## src/rtl/cache_arb_pkg.sv

```systemverilog
// Shared types and constants for the data-cache port arbiter.
package cache_arb_pkg;

  localparam int NUM_REQ         = 4;
  localparam int SEL_W           = 2;
  localparam int TIMEOUT_DEFAULT = 64;

  typedef enum logic [1:0] {
    IDLE = 2'd0,
    BUSY = 2'd1,
    ACK  = 2'd2
  } state_t;

endpackage

```

## src/rtl/cache_port_arbiter_if.sv

```systemverilog
// Requester/cache-side signal bundle of the data-cache port arbiter.
interface cache_port_arbiter_if;
  import cache_arb_pkg::*;

  // Handshake: req[i] is a level held until ack[i] pulses. cache_req is held
  // high for the whole transaction and drops the cycle after the one-cycle
  // cache_done strobe is sampled. gnt/sel name the owner while it is served.
  logic [NUM_REQ-1:0] req;
  logic [NUM_REQ-1:0] gnt;
  logic [SEL_W-1:0]   sel;
  logic               cache_req;
  logic               cache_done;
  logic [NUM_REQ-1:0] ack;
  logic               err;

  modport slave (
    input  req, cache_done,
    output gnt, sel, cache_req, ack, err
  );

  modport master (
    output req, cache_done,
    input  gnt, sel, cache_req, ack, err
  );

endinterface

```

## src/rtl/rr_pick.sv

```systemverilog
// Combinational round-robin priority encoder: first set req bit at or above ptr, wrapping.
module rr_pick
  import cache_arb_pkg::*;
(
  input  logic [NUM_REQ-1:0] req,
  input  logic [SEL_W-1:0]   ptr,
  output logic               any,
  output logic [SEL_W-1:0]   idx,
  output logic [NUM_REQ-1:0] onehot
);

  logic [SEL_W-1:0] cand;

  // Scan from the farthest offset down so the nearest hit to ptr wins last.
  always_comb begin
    any  = 1'b0;
    idx  = '0;
    cand = '0;
    for (int k = NUM_REQ - 1; k >= 0; k--) begin
      cand = ptr + SEL_W'(k);
      if (req[cand]) begin
        any = 1'b1;
        idx = cand;
      end
    end
  end

  assign onehot = any ? (NUM_REQ'(1) << idx) : '0;

endmodule

```

## src/rtl/cache_port_arbiter.sv

```systemverilog
// Round-robin owner of the shared 32-bit data-cache port across four requesters.
// Optional BUSY watchdog enabled by defining CACHE_ARB_TIMEOUT_EN.
module cache_port_arbiter
  import cache_arb_pkg::*;
#(
  parameter int TIMEOUT = TIMEOUT_DEFAULT
) (
  input  logic                 clk,
  input  logic                 reset,
  cache_port_arbiter_if.slave  bus,
  output state_t               dbg_state
);

  state_t             state, state_n;
  logic [SEL_W-1:0]   ptr, ptr_n;
  logic [SEL_W-1:0]   sel_q, sel_n;
  logic [NUM_REQ-1:0] gnt_q, gnt_n;
  logic [NUM_REQ-1:0] ack_q, ack_n;
  logic               creq_q, creq_n;

  logic               pick_any;
  logic [SEL_W-1:0]   pick_idx;
  logic [NUM_REQ-1:0] pick_onehot;

  rr_pick u_pick (
    .req    (bus.req),
    .ptr    (ptr),
    .any    (pick_any),
    .idx    (pick_idx),
    .onehot (pick_onehot)
  );

`ifdef CACHE_ARB_TIMEOUT_EN
  localparam int CNT_W = (TIMEOUT > 1) ? $clog2(TIMEOUT) : 1;
  logic [CNT_W-1:0] cnt, cnt_n;
  logic             err_q, err_n;
  logic             expired;

  // cnt holds the number of BUSY cycles already completed.
  assign expired = (cnt == CNT_W'(TIMEOUT - 1));
`else
  logic unused_timeout;
  assign unused_timeout = ^TIMEOUT;
`endif

  always_comb begin
    state_n = state;
    ptr_n   = ptr;
    sel_n   = sel_q;
    gnt_n   = gnt_q;
    ack_n   = '0;
    creq_n  = 1'b0;
`ifdef CACHE_ARB_TIMEOUT_EN
    cnt_n   = cnt;
    err_n   = 1'b0;
`endif
    case (state)
      IDLE: begin
        gnt_n = '0;
        if (pick_any) begin
          state_n = BUSY;
          gnt_n   = pick_onehot;
          sel_n   = pick_idx;
          ptr_n   = pick_idx + 1'b1;
          creq_n  = 1'b1;
`ifdef CACHE_ARB_TIMEOUT_EN
          cnt_n   = '0;
`endif
        end
      end
      BUSY: begin
        creq_n = 1'b1;
`ifdef CACHE_ARB_TIMEOUT_EN
        cnt_n  = cnt + 1'b1;
`endif
        if (bus.cache_done) begin
          state_n = ACK;
          creq_n  = 1'b0;
          ack_n   = gnt_q;
        end
`ifdef CACHE_ARB_TIMEOUT_EN
        else if (expired) begin
          state_n = ACK;
          creq_n  = 1'b0;
          ack_n   = gnt_q;
          err_n   = 1'b1;
        end
`endif
      end
      ACK: begin
        state_n = IDLE;
        gnt_n   = '0;
      end
      default: begin
        state_n = IDLE;
        gnt_n   = '0;
      end
    endcase
  end

  always_ff @(posedge clk) begin
    if (reset) begin
      state  <= IDLE;
      ptr    <= '0;
      sel_q  <= '0;
      gnt_q  <= '0;
      ack_q  <= '0;
      creq_q <= 1'b0;
`ifdef CACHE_ARB_TIMEOUT_EN
      cnt    <= '0;
      err_q  <= 1'b0;
`endif
    end else begin
      state  <= state_n;
      ptr    <= ptr_n;
      sel_q  <= sel_n;
      gnt_q  <= gnt_n;
      ack_q  <= ack_n;
      creq_q <= creq_n;
`ifdef CACHE_ARB_TIMEOUT_EN
      cnt    <= cnt_n;
      err_q  <= err_n;
`endif
    end
  end

  assign bus.gnt       = gnt_q;
  assign bus.sel       = sel_q;
  assign bus.cache_req = creq_q;
  assign bus.ack       = ack_q;
`ifdef CACHE_ARB_TIMEOUT_EN
  assign bus.err       = err_q;
`else
  assign bus.err       = 1'b0;
`endif
  assign dbg_state     = state;

endmodule
```

## src/flat_wrapper.sv

```systemverilog
// flat-port wrapper written by rule: the top's interface ports become plain ports
module cache_port_arbiter_flat import cache_arb_pkg::*;
#(
  parameter int TIMEOUT = TIMEOUT_DEFAULT
)
  (clk, reset, dbg_state, bus_req, bus_cache_done, bus_gnt, bus_sel, bus_cache_req, bus_ack, bus_err);
  cache_port_arbiter_if bus_i ();
  input  logic clk;
  input  logic reset;
  output state_t dbg_state;
  input wire logic [$bits(bus_i.req)-1:0] bus_req;
  input wire logic [$bits(bus_i.cache_done)-1:0] bus_cache_done;
  output wire logic [$bits(bus_i.gnt)-1:0] bus_gnt;
  output wire logic [$bits(bus_i.sel)-1:0] bus_sel;
  output wire logic [$bits(bus_i.cache_req)-1:0] bus_cache_req;
  output wire logic [$bits(bus_i.ack)-1:0] bus_ack;
  output wire logic [$bits(bus_i.err)-1:0] bus_err;
  assign bus_i.req = bus_req;
  assign bus_i.cache_done = bus_cache_done;
  assign bus_gnt = bus_i.gnt;
  assign bus_sel = bus_i.sel;
  assign bus_cache_req = bus_i.cache_req;
  assign bus_ack = bus_i.ack;
  assign bus_err = bus_i.err;
  cache_port_arbiter #(.TIMEOUT(TIMEOUT)) u_core (.clk(clk), .reset(reset), .bus(bus_i), .dbg_state(dbg_state));
endmodule
```

## config.mk

```make
export PLATFORM = sky130hd
export DESIGN_NAME = cache_port_arbiter_flat
export DESIGN_NICKNAME = d
export VERILOG_FILES = /design/src/rtl/cache_arb_pkg.sv /design/src/rtl/cache_port_arbiter_if.sv /design/src/rtl/rr_pick.sv /design/src/rtl/cache_port_arbiter.sv /design/src/flat_wrapper.sv
export SDC_FILE = /design/constraint.sdc
export NUM_CORES = 1
export LEC_CHECK = 0
export ABC_CLOCK_PERIOD_IN_PS = 1310
export BUFFER_PORTS_ARGS = -buffer_cell sky130_fd_sc_hd__buf_2
export CORE_MARGIN = 3
export CORE_UTILIZATION = 41
export CTS_CLUSTER_SIZE = 28
export DETAILED_ROUTE_END_ITERATION = 10
export PLACE_DENSITY = 0.79
export SKIP_LAST_GASP = 1
export SLEW_MARGIN = 20
export SYNTH_ARGS = -nofsm -noshare
export SYNTH_HDL_FRONTEND = slang
export SYNTH_SLANG_ARGS = --single-unit
```

## constraint.sdc

```tcl
create_clock -name clk -period 1.31 [get_ports clk]
set_input_delay 0 -clock clk [delete_from_list [all_inputs] [get_ports clk]]
set_output_delay 0 -clock clk [all_outputs]
set_load 0.01 [all_outputs]
```

### Word-level counts from Yosys, hierarchy flattened

Cells that the tools add are included.

* memories: 0
* logic and storage cells: 48
* bits of input ports: 7
* bits in writable memories: 0
* bits in latches: 0
* bits in registers: 15
* output and inout port bits: 14
* ROM bits: 0

* eq/ne operators: 3
* add/subtract/negate cells: 4
* magnitude comparators: 4
* multiplexer cells: 24
* shift-type cells: 1
* div/mod/pow operators: 0
* reduce and logical (&&, ||, !) cells: 4
* multiply operators: 0
* bitwise operators: 2

Operators with widths (number)
* $lt A2 B3 Y1 const B: 4
* $mux W2: 6
* $mux W1: 10
* $bmux W1 S2: 4
* $pmux W4 S2: 1
* $add A2 B1 Y2 const B: 2
* $add A2 B2 Y2 const B: 2
* $mux W4: 1
* $pmux W2 S2: 1
* $reduce_and A2 Y1: 2
* $shl A1 B2 Y4 const A: 1
* $reduce_or A3 Y1: 1
* $eq A2 B1 Y1 const B: 1
* $logic_not A2 Y1: 1
* $ne A2 B1 Y1 const B: 1
* $ne A2 B2 Y1 const B: 1
* $not A1 Y1: 2
* $pmux W1 S2: 1

### Logic depth before layout (Yosys ltp)

Gate-level depths: netlist (run 1).

* depth after elaboration: 10
* depth in mapped cells: 5
* depth with buffers taken out: 5

### Hierarchy

A second synthesis (run 1) with hierarchy kept.

* cells, all modules: 78
* area, all modules: 706.9 um^2

By module, submodules not included
* cache_port_arbiter: cells an instance 49, instances 1, area each 524.3 um^2
* rr_pick: cells an instance 29, instances 1, area each 182.7 um^2

### Worst setup path after synthesis (run 1)

No wires, ideal clock.

* path type: reg-to-reg
* start: register u_core.state[1], in the netlist u_core.dbg_state[1]
* end: register u_core.ptr[1]
* data required time: 1194 ps
* arrival: 1273 ps
* slack: -79 ps
* stages on the path, launching flop included: 4
* period minus slack after synthesis: 1389 ps
* cells stage by stage: dfxtp_1 or3_4 or3_1 and3_1

* word-level cells in the longest chain between the ends: 2

RTL lines
* start: declaration: RTL line cache_port_arbiter.sv:14 `state_t state, state_n;`
* start signal: assignment: RTL line cache_port_arbiter.sv:114 `state <= state_n;`
* $logic_not A2 Y1: RTL line cache_port_arbiter.sv:57 `case (state)`
* $reduce_and A2 Y1 (no line)
* end signal: assignment: RTL line cache_port_arbiter.sv:115 `ptr <= ptr_n;`
* end: declaration: RTL line cache_port_arbiter.sv:15 `logic [SEL_W-1:0] ptr, ptr_n;`

No other way between the ends.
A chain may end at the register's enable or synchronous reset.

### Final worst setup path (run 1)

* start: register u_core.state[0], in the netlist u_core.dbg_state[0]
* end: register u_core.ptr[1]

The elaborated chain is that of the path after synthesis.

==> metrics.txt, run 1 <==
post-synthesis average cell area about 9.5 sq um; First-pass DRT Iterations 4; crit-path max cell delay 390 ps; Starting Density 44.7%; clock slew at reported path FFs 80 ps; largest net degree at the start of global routing 13; ys async rst share 0%; Area contributors post-synth dfxtp_1, a21oi_1, nand2_1; post-synthesis cell type count 25; Worst setup SP type flip-flop; RePlAce Congestion 0.773; final setup fails 1; most numerous cell in the Yosys netlist dfxtp_1; Multi-input gate area ~310 sq um; Antenna diodes 0; TritonCTS clock tree built; CP Cell Sequence or3_4 > or3_4 > and3_4; post-synthesis mux area share under 10%; Worst Hold Slack around 210 ps; GR Overflow Total 0; Post-Syn Nets 70; total track usage 14.7%; P per Cell Area 1210 nW/um^2; core box area 1330 sq um; complex-gate fraction of the synthesized area 14.3%; most used cell along the critical path or3_4; vias per cell slightly above 5; final total power 1.02 mW; Routed WL 1310 um; first-pass GRT wire length 2010 um; status finished, violations left; Final period util 103%; DRC 0; yosys warns 0; ys flop type dfxtp_1; Yosys top cell by area dfxtp_1; Final Max Tran Viols 0; Net count, final between 100 and 150; routed vias 561; flip-flop and latch count after synthesis 15; combinational family with the most area after synthesis simple AND/OR/NAND/NOR gates; vias in the first global route around 450; Post-Synth Adder-Cell Area 0%; failing checks setup timing; Internal 0.732 mW; Max IR drop VDD 0.000692 V; Seq pwr share 50.4%; Crit Path Class reg -> reg; Worst setup EP type flip-flop; root buf cell clkbuf_4; Mapped Cells 63; # H-tree levels 1; clk_lat worst skew 290 ps; Synth Area in XOR/XNOR 0%; maxcap violations 0; share of layout cells above drive strength 1 45.7%; drt initial violations 15; FF+latch area slightly above 300 sq um; IO buf count 19; final hold viol count 0; Worst EP arrival 1540 ps; initial antenna violation count 0; Num CTS Buffers 3; die height 44.2 um; die area 1950 sq um; Clock Tree Buf Depth 2; Tmin final 1350 ps; net switching power 0.289 mW; number of synthesized flops with an enable pin 0; Lkg Pwr about 0.38 nW; Die Wd about 44 um; Req. time, crit path 1500 ps; Area growth, synth to finish 41.5%; CP Max Fanout 2; # fillers 108; I/O Pins 21; area fraction of the dominant cell type after synthesis 50.3%; clock power share between 20 and 30%; final antenna-violating net count 0; WL per Instance 12.0 um; simple-gate area share of the yosys netlist 30.6%; achievable frequency 0.740 GHz; HP Class in -> reg; # rows 13; unrepaired setup endpoints after global routing yes; CP max-delay cell or3_4; R2R Setup Slk -40 ps; dpl ws -34.5 ps; Combinational Power Share 24.1%; Layout Skew between 4 and 5 ps; Seq/Total Area, Yosys 50.3%; Synth top cells by count dfxtp_1, a21oi_1, nand2_1, nor2_1, and2_1; Cell Area, Synth 597 sq um; switching power share of the total 28.3%; clock sink total 15; slack of the critical path -40.9 ps
## cells by family (layout without fill, tap and decap cells)
group | Yosys count | after routing
simple gates | 30 | 30
flops | 15 | 15
compound gates | 13 | 13
buf+inv | 3 | 34
other cells | 1 | 1
mux | 1 | 1
## flip-flops by register name, indices dropped and copies added (netlist names)
name / cells
u_core.bus.ack: 4
u_core.bus.cache_req: 1
u_core.bus.gnt: 4
u_core.bus.sel: 2
u_core.dbg_state: 2
u_core.ptr: 2
## layout by cell type, fill, tap and decap left out
cell | netlist | routed
a32oi_1 | 1 | 1
and2_1 | 4 | 4
buf_2 | 0 | 19
nand3b_1 | 3 | 3
a211oi_1 | 1 | 1
a21oi_2 | 0 | 1
nor3_2 | 2 | 1
a2bb2oi_2 | 0 | 1
dfxtp_2 | 0 | 2
dfxtp_4 | 0 | 1
nand2_1 | 7 | 7
conb_1 | 1 | 1
a21oi_1 | 7 | 6
buf_4 | 1 | 8
clkinv_2 | 0 | 1
inv_1 | 1 | 1
clkbuf_4 | 0 | 3
dfxtp_1 | 15 | 12
nor2b_1 | 2 | 2
dlygate4sd3_1 | 0 | 2
nor4_2 | 1 | 1
or3_4 | 1 | 2
a2111oi_0 | 2 | 2
nor3b_2 | 0 | 1
nor3_4 | 0 | 1
and3_4 | 0 | 1
mux2i_1 | 1 | 1
nor2_1 | 5 | 5
nand3_1 | 1 | 1
o31ai_1 | 1 | 1
and3b_1 | 1 | 1
## metal layers
metal	part of all wire [%]	vias up	GRT usage (%)
met3	6.1	7	6.10
met5	0	-	0
li1	-	286	-
met4	3.9	0	9.04
met2	47	16	20.9
met1	43	252	18.2
## metrics by stage
| step | utilization [%] | instance area [sq um] | TNS [ps] | instances |
|---|---|---|---|---|
| final | 63.3 | 845 | -40.9 | 109 |
| after global placement | 56.7 | 756 | -9.21 | 102 |
| after detailed placement | 56.7 | 756 | -59.0 | 102 |
| after global routing | 63.3 | 845 | -132 | 109 |
| after floorplan | - | 601 | 0 | 63 |
| after CTS | 60.9 | 812 | -43.1 | 108 |
## area by class of cell
type | count | share of cell area, %
repair buffers | 29 | 20.7
flip-flops and latches | 15 | 36.3
well taps | 15 | 2.22
inverters | 1 | 0.444
clock inverters | 1 | 0.593
multi-input cells | 45 | 37.0
clock buffers | 3 | 2.67
## critical path, delay by kind of cell (launching register included)
family / cells / cell delay [ps]
DFF: 1 / 330
and+or+nand+nor: 3 / 920
## timing repair
| action | 4_1_cts | 5_1_grt |
|---|---|---|
| gates resized for setup | 2 | 5 |
| setup endpoints to repair | 2 | 7 |
| hold buffers | 2 | 0 |
| setup buffers | 0 | 1 |
| endpoints found under the hold margin | 3 | 0 |
| pin swaps | 1 | 2 |
## worst paths after layout
kind	startpoint	to	cells after the start
max	u_core.dbg_state[0]$_SDFFE_PP0P_	u_core.ptr[1]$_SDFFE_PP0P_	3
min	bus_req[2]	u_core.bus.sel[1]$_SDFFE_PP0P_	5
max reg2reg	u_core.dbg_state[0]$_SDFFE_PP0P_	u_core.ptr[1]$_SDFFE_PP0P_	3
min reg2reg	u_core.bus.sel[0]$_SDFFE_PP0P_	u_core.bus.sel[0]$_SDFFE_PP0P_	2
## power groups by stage
| stage | Clock (mW) | Combinational (mW) | Sequential, mW |
|---|---|---|---|
| final | 0.260 | 0.247 | 0.515 |
| after detailed placement | 0 | 0.209 | 0.523 |
| after global placement | 0 | 0.205 | 0.522 |
| after floorplan | 0 | 0.103 | 0.538 |
| after CTS | 0.269 | 0.217 | 0.514 |
| after global routing | 0.288 | 0.267 | 0.519 |
Note: power is estimated with default switching activity, not from simulation.
==> run 2, diff against run 1 <==
Settings changed: ABC_AREA set to 1, CORE_UTILIZATION 41 to 44, PLACE_DENSITY 0.79 to 0.81.
==> run 2 against run 1 <==
Clock skew barely moved. Critical endpoint unchanged. Global-route usage is 3.7 points higher. Final cell count increased by 46%. Fmax down 9.4%. Count of clock-buffer cells in the layout increased by 1. Critical path depth increased by 8. Sequential share of layout area fell by 10 points. Die area is 13% higher. Sequential cell count did not move. The flow still finishes with violations (setup timing). Highest routed layer unchanged.
==> metrics.txt, run 2 <==
DRC 0 (unchanged); unrepaired setup endpoints after global routing yes; Worst setup EP type flip-flop; slack of the critical path -180 ps (-139 ps); Final Cell Area 1170 sq um (+38%); core box area 1540 sq um (+16%); achievable frequency 0.671 GHz (-9.4%); die height 46.9 um (+6.2%); CP Max Fanout 4 (+2); I/O Pins 21 (unchanged); most frequent cells in the layout buf_2, nand2_1, nand2_2, dfxtp_1, inv_1; clock slew at reported path FFs 80 ps (about the same); clk_lat worst skew 280 ps (about the same); FF+latch area 308 sq um (+0.41%); most used cell along the critical path nand2_2; GR Overflow Total 0 (unchanged); root buf cell clkbuf_4; total track usage 18.4% (+3.7 points); vias per cell 5.26 (+2.3%); Cell Area, Synth 736 sq um (+23%); crit-path max cell delay 380 ps (about the same); Final Core Density 75.8% (+12 points); Bufs and invs on worst path 1 (+1); vias in the first global route 689 (+52%); Num CTS Buffers 3 (unchanged); area fraction of the dominant cell type after synthesis 40.8% (-9.5 points); Tmin final 1490 ps (+139 ps); P per Cell Area 2450 nW/um^2 (+100%); Mapped Cells 110 (+75%); final total power 2.87 mW (+180%); HP Class in -> reg; # rows 14 (+1); number of synthesized flops with an enable pin 0 (unchanged); First-pass DRT Iterations 4 (unchanged); Top delay family on crit path simple AND/OR/NAND/NOR gates; commonest non-fill, non-tap cell in the layout buf_2; post-synthesis average cell area 6.69 sq um (-29%); routed vias 837 (+49%); DP HPWL 1220 um; Req. time, crit path 1490 ps (about the same); maxcap violations 0 (unchanged); Worst Hold Slack 15.4 ps (-198 ps); TritonCTS clock tree built; yosys warns 0 (unchanged); Post-Syn Nets 117 (+67%); Seq/Total Area, Yosys 40.8% (-9.5 points); post-synthesis cell type count 19 (-24%); initial antenna violation count 0 (unchanged); Worst EP arrival 1670 ps (+130 ps); drt initial violations 23 (+8); Routed WL 2040 um (+56%); Area after DPL 888 sq um (+18%); Final Max Tran Viols 0 (unchanged); Multi-input gate area 544 sq um (+74%); final setup fails 10 (+9); CP max-delay cell dfxtp_4; Net count, final 151 (+48%); failing checks setup timing; RePlAce Congestion 0.780 (+0.92%); # H-tree levels 1 (unchanged); CP Cell Sequence buf_6 > o21ai_4 > nand2_2 > nand2_2 > nand2_2 > nand3_4 > nand2_4 > nand3_2 > nand2_1 > nor2_1 > nor2_1; Area growth, synth to finish 58.8%; clock sink total 15 (unchanged); final hold viol count 0 (unchanged); Die Wd 46.9 um (+6.2%); final antenna-violating net count 0 (unchanged); most numerous cell in the Yosys netlist nand2_1; Lkg Pwr 0.597 nW (+56%); ys flop type dfxtp_1; Starting Density 47.7% (+3.0 points); # fillers 104 (-3.7%); ys async rst share 0% (unchanged); Area contributors post-synth dfxtp_1, nand2_1, inv_1; Yosys top cell by area dfxtp_1; Worst setup SP type flip-flop; Synth top cells by count nand2_1, dfxtp_1, inv_1, nand3_1, nor2_1; status finished, violations left; die area 2200 sq um (+13%); WL per Instance 12.8 um (+7.1%); Clock Tree Buf Depth 2 (unchanged); share of layout cells above drive strength 1 53.8% (+8.1 points); Final period util 114% (+11 points); IO buf count 19 (unchanged); Antenna diodes 0 (unchanged); first-pass GRT wire length 2860 um (+42%); Crit Path Class reg -> reg; Max IR drop VDD 0.00157 V (+130%); Layout Skew 5.23 ps (+0.439 ps); flip-flop and latch count after synthesis 15 (unchanged); dpl ws -167 ps (-133 ps); largest net degree at the start of global routing 13 (unchanged)
-- run 2: logic make-up (layout without fill, tap and decap cells) --
kind of cell,count (synthesis),after routing,share of synthesized area [%]
other,1,1,0.510
AOI/OAI and AO/OA,12,12,8.67
DFF,15,15,40.8
and+or+nand+nor,64,64,39.3
buffers and inverters,18,51,10.7
-- run 2: worst paths after layout --
kind / start / endpoint / slack [ps] / cells after the start
max reg2reg: u_core.ptr[0]$_SDFFE_PP0P_ / u_core.ptr[1]$_SDFFE_PP0P_ / -180 / 11
min: reset / u_core.bus.gnt[0]$_SDFFE_PP0N_ / 20 / 2
max: u_core.ptr[0]$_SDFFE_PP0P_ / u_core.ptr[1]$_SDFFE_PP0P_ / -180 / 11
min reg2reg: u_core.bus.gnt[0]$_SDFFE_PP0N_ / u_core.bus.ack[0]$_SDFF_PP0_ / 470 / 2
-- run 2: layout make-up --
type                    count  area share [%]
flip-flops and latches     15            26.3
repair buffers             32            17.7
multi-input cells          77            46.6
inverters                  15            5.46
well taps                  16            1.71
clock buffers               4            2.25
-- run 2: report_power, final --
group,internal (mW),switching [mW]
Clock,0.118,0.140
Combinational,0.808,1.12
Sequential,0.588,0.0980
Total,1.51,1.35
-- run 2: per-stage QoR --
step                      setup TNS, ps  cells
after floorplan                       0    110
after global placement             -607    150
after CTS                          -425    158
after detailed placement          -1160    150
after global routing              -2040    159
final                             -1220    159
-- run 2: timing repair --
| item | 4_1_cts | 5_1_grt |
|---|---|---|
| endpoints found under the setup margin | 10 | 10 |
| hold endpoints to repair | 1 | 0 |
| resized for setup | 31 | 26 |
| hold buffers | 1 | 0 |
| cloned | 0 | 0 |
| pin swaps | 16 | 8 |
| buffers inserted | 3 | 1 |
-- run 2: routing by layer --
| layer | global-route usage, % | vias to the layer above | share of wire [%] |
|---|---|---|---|
| met5 | 0 | - | 0 |
| met4 | 8.84 | 0 | 0.93 |
| met3 | 6.90 | 2 | 4.5 |
| met2 | 28.5 | 21 | 50 |
| met1 | 22.5 | 404 | 45 |
| li1 | - | 410 | - |
==> run 3, diff against run 2 <==
Settings changed: BUFFER_PORTS_ARGS -buffer_cell sky130_fd_sc_hd__buf_2 to unset, CORE_UTILIZATION 44 to 50, DONT_BUFFER_PORTS set to 1, PLACE_DENSITY 0.81 to 0.77.
==> run 3 against run 2 <==
The run ends with hold timing, setup timing left. Wire length decreased by 4.8%. Fmax rose by 1.6%. Setup slack improved by 24 ps. Via count shrank 11%. Critical path depth stayed put. First-iteration DRC count down 13%. Non-clock buffer count fell by 23. Sequential share of layout area is 5.1 points higher. Sequential power increased by 5.5%. Sequential cell count unchanged. Core utilization shrank 2.9 points. Critical path type unchanged. Critical endpoint unchanged.
==> metrics.txt, run 3 (same netlist as run 2, synthesis figures left out) <==
R2R Setup Slk -160 ps (+20 ps); Hold Crit Depth 1 (-1); root buf cell clkbuf_4; Num CTS Buffers 3 (unchanged); maxcap violations 0 (unchanged); setup TNS -975 ps (+245 ps); Clock Tree Buf Depth 2 (unchanged); Routed WL 1940 um (-4.8%); die height 44.4 um (-5.4%); # rows 13 (-1); failing checks hold timing, setup timing; clk_lat worst skew 300 ps (+20 ps); IO buf count 0 (-19); Register-to-Register Path Depth 11 (unchanged); Lkg Pwr 0.464 nW (-22%); core box area 1330 sq um (-13%); Die Wd 44.4 um (-5.4%); Worst EP arrival 1700 ps (+30 ps); Worst setup SP type flip-flop; largest net degree at the start of global routing 13 (unchanged); total track usage 21.8% (+3.4 points); Final period util 112% (-1.8 points); Crit Path Class reg -> reg; worst hold path endpoint u_core.ptr[1]$_SDFFE_PP0P_; RePlAce Congestion 0.800 (+2.6%); first-pass GRT wire length 3080 um (+7.7%); First-pass DRT Iterations 4 (unchanged); DRC 0 (unchanged); unrepaired setup endpoints after global routing yes; die area 1970 sq um (-10%); vias in the first global route 739 (+7.3%); GR Overflow Total 0 (unchanged); clock slew at reported path FFs 90 ps (about the same); Worst Hold Slack -247 ps (-262 ps); achievable frequency 0.682 GHz (+1.6%); Area after DPL 777 sq um (-13%); Req. time, crit path 1550 ps (+60 ps); worst flop-to-flop path endpoint u_core.ptr[1]$_SDFFE_PP0P_; drt initial violations 20 (-13%); most frequent cells in the layout nand2_1, nand2_2, dfxtp_1, inv_1, nor2_1; final hold viol count 11 (+11); TritonCTS clock tree built; final setup fails 10 (unchanged); Hold Path Origin reset; Antenna diodes 0 (unchanged); Max IR drop VDD 0.00185 V (+18%); commonest non-fill, non-tap cell in the layout nand2_1; Net count, final 128 (-15%); Worst setup EP type flip-flop; WL per Instance 14.4 um (+12%); # fillers 95 (-8.7%); HP Class in -> reg; CP Max Fanout 8 (+4); slack of the critical path -157 ps (+23.8 ps); Area growth, synth to finish 32.1%; DP HPWL 1180 um (-3.2%); status finished, violations left; share of layout cells above drive strength 1 41.7% (-12 points); initial antenna violation count 0 (unchanged); vias per cell 5.54 (+5.3%); I/O Pins 21 (unchanged); Final Core Density 72.9% (-2.9 points); routed vias 748 (-11%); dpl ws -117 ps (+50.8 ps); Layout Skew 5.83 ps (+0.598 ps); Final Max Tran Viols 0 (unchanged); Final Cell Area 972 sq um (-17%); Tmin final 1470 ps (-23.8 ps); final antenna-violating net count 0 (unchanged); # H-tree levels 1 (unchanged); Starting Density 55.2% (+7.4 points); clock sink total 15 (unchanged); reg-to-reg startpoint u_core.ptr[0]$_SDFFE_PP0P_; P per Cell Area 2550 nW/um^2 (+3.8%); Hold-fix buffers, CTS 2 (+1)
-- run 3: changes by cell type in the layout (fill, tap and decap cells not counted), moves of 4 or more --
cell	change
buf_2	-19
nand2_1	+4
nand2_4	-4
nand3_4	-4
-- run 3: timing repair --
item / CTS / global route
pin swaps: 13 / 4
setup buffers: 1 / 0
resized for setup: 31 / 10
endpoints found under the hold margin: 15 / 11
setup endpoints to repair: 10 / 10
-- run 3: worst max-delay path: stages (launching register included) --
cell and delay [ps]:
dfxtp_2 360, buf_8 150, nand2_4 60, nand3_2 90, nand2_2 70, inv_1 90, nand2_2 80, nand3_4 100
nand2_4 90, nor3_4 190, nor2_1 60, nor2_1 70
-- run 3: cell type report --
class	count	area [sq um]	share of cell area (%)
multi-input cells	77	485	49.9
inverters	15	56.3	5.79
well taps	15	18.8	1.93
repair buffers	9	80.1	8.24
flip-flops and latches	15	305	31.4
clock buffers	4	26.3	2.70
-- run 3: worst max-delay path by stage --
stage | start | to | slack, ps | depth (start not counted)
3_5_place_dp | u_core.ptr[0]$_SDFFE_PP0P_ | u_core.ptr[0]$_SDFFE_PP0P_ | -120 | 10
5_1_grt | u_core.ptr[0]$_SDFFE_PP0P_ | u_core.ptr[1]$_SDFFE_PP0P_ | -270 | 12
6_report | u_core.ptr[0]$_SDFFE_PP0P_ | u_core.ptr[1]$_SDFFE_PP0P_ | -160 | 11
3_3_place_gp | u_core.ptr[0]$_SDFFE_PP0P_ | u_core.ptr[0]$_SDFFE_PP0P_ | -90 | 10
2_1_floorplan | u_core.ptr[0]$_SDFFE_PP0P_ | u_core.bus.sel[1]$_SDFFE_PP0P_ | 6 | 10
4_1_cts | u_core.ptr[0]$_SDFFE_PP0P_ | u_core.ptr[1]$_SDFFE_PP0P_ | -60 | 11
-- run 3: per-stage QoR --
step,std cells,power (mW)
after floorplan,110,1.44
after global placement,128,1.65
after detailed placement,128,1.69
after CTS,135,2.27
after global routing,135,2.64
final,135,2.48
-- run 3: per-layer routing --
layer | global-route usage [%] | up-vias | wire (um)
met1 | 24.4 | 350 | 767
li1 | - | 363 | -
met5 | 0 | - | 0
met4 | 10.8 | 0 | 33
met2 | 35.2 | 30 | 1000
met3 | 9.35 | 5 | 139
-- run 3: report_power, final --
group          internal [mW]  switching, mW  leakage (nW)
Combinational          0.560          0.921         0.325
Clock                  0.119          0.152        0.0150
Sequential             0.583          0.141         0.124
Total                   1.26           1.21         0.464
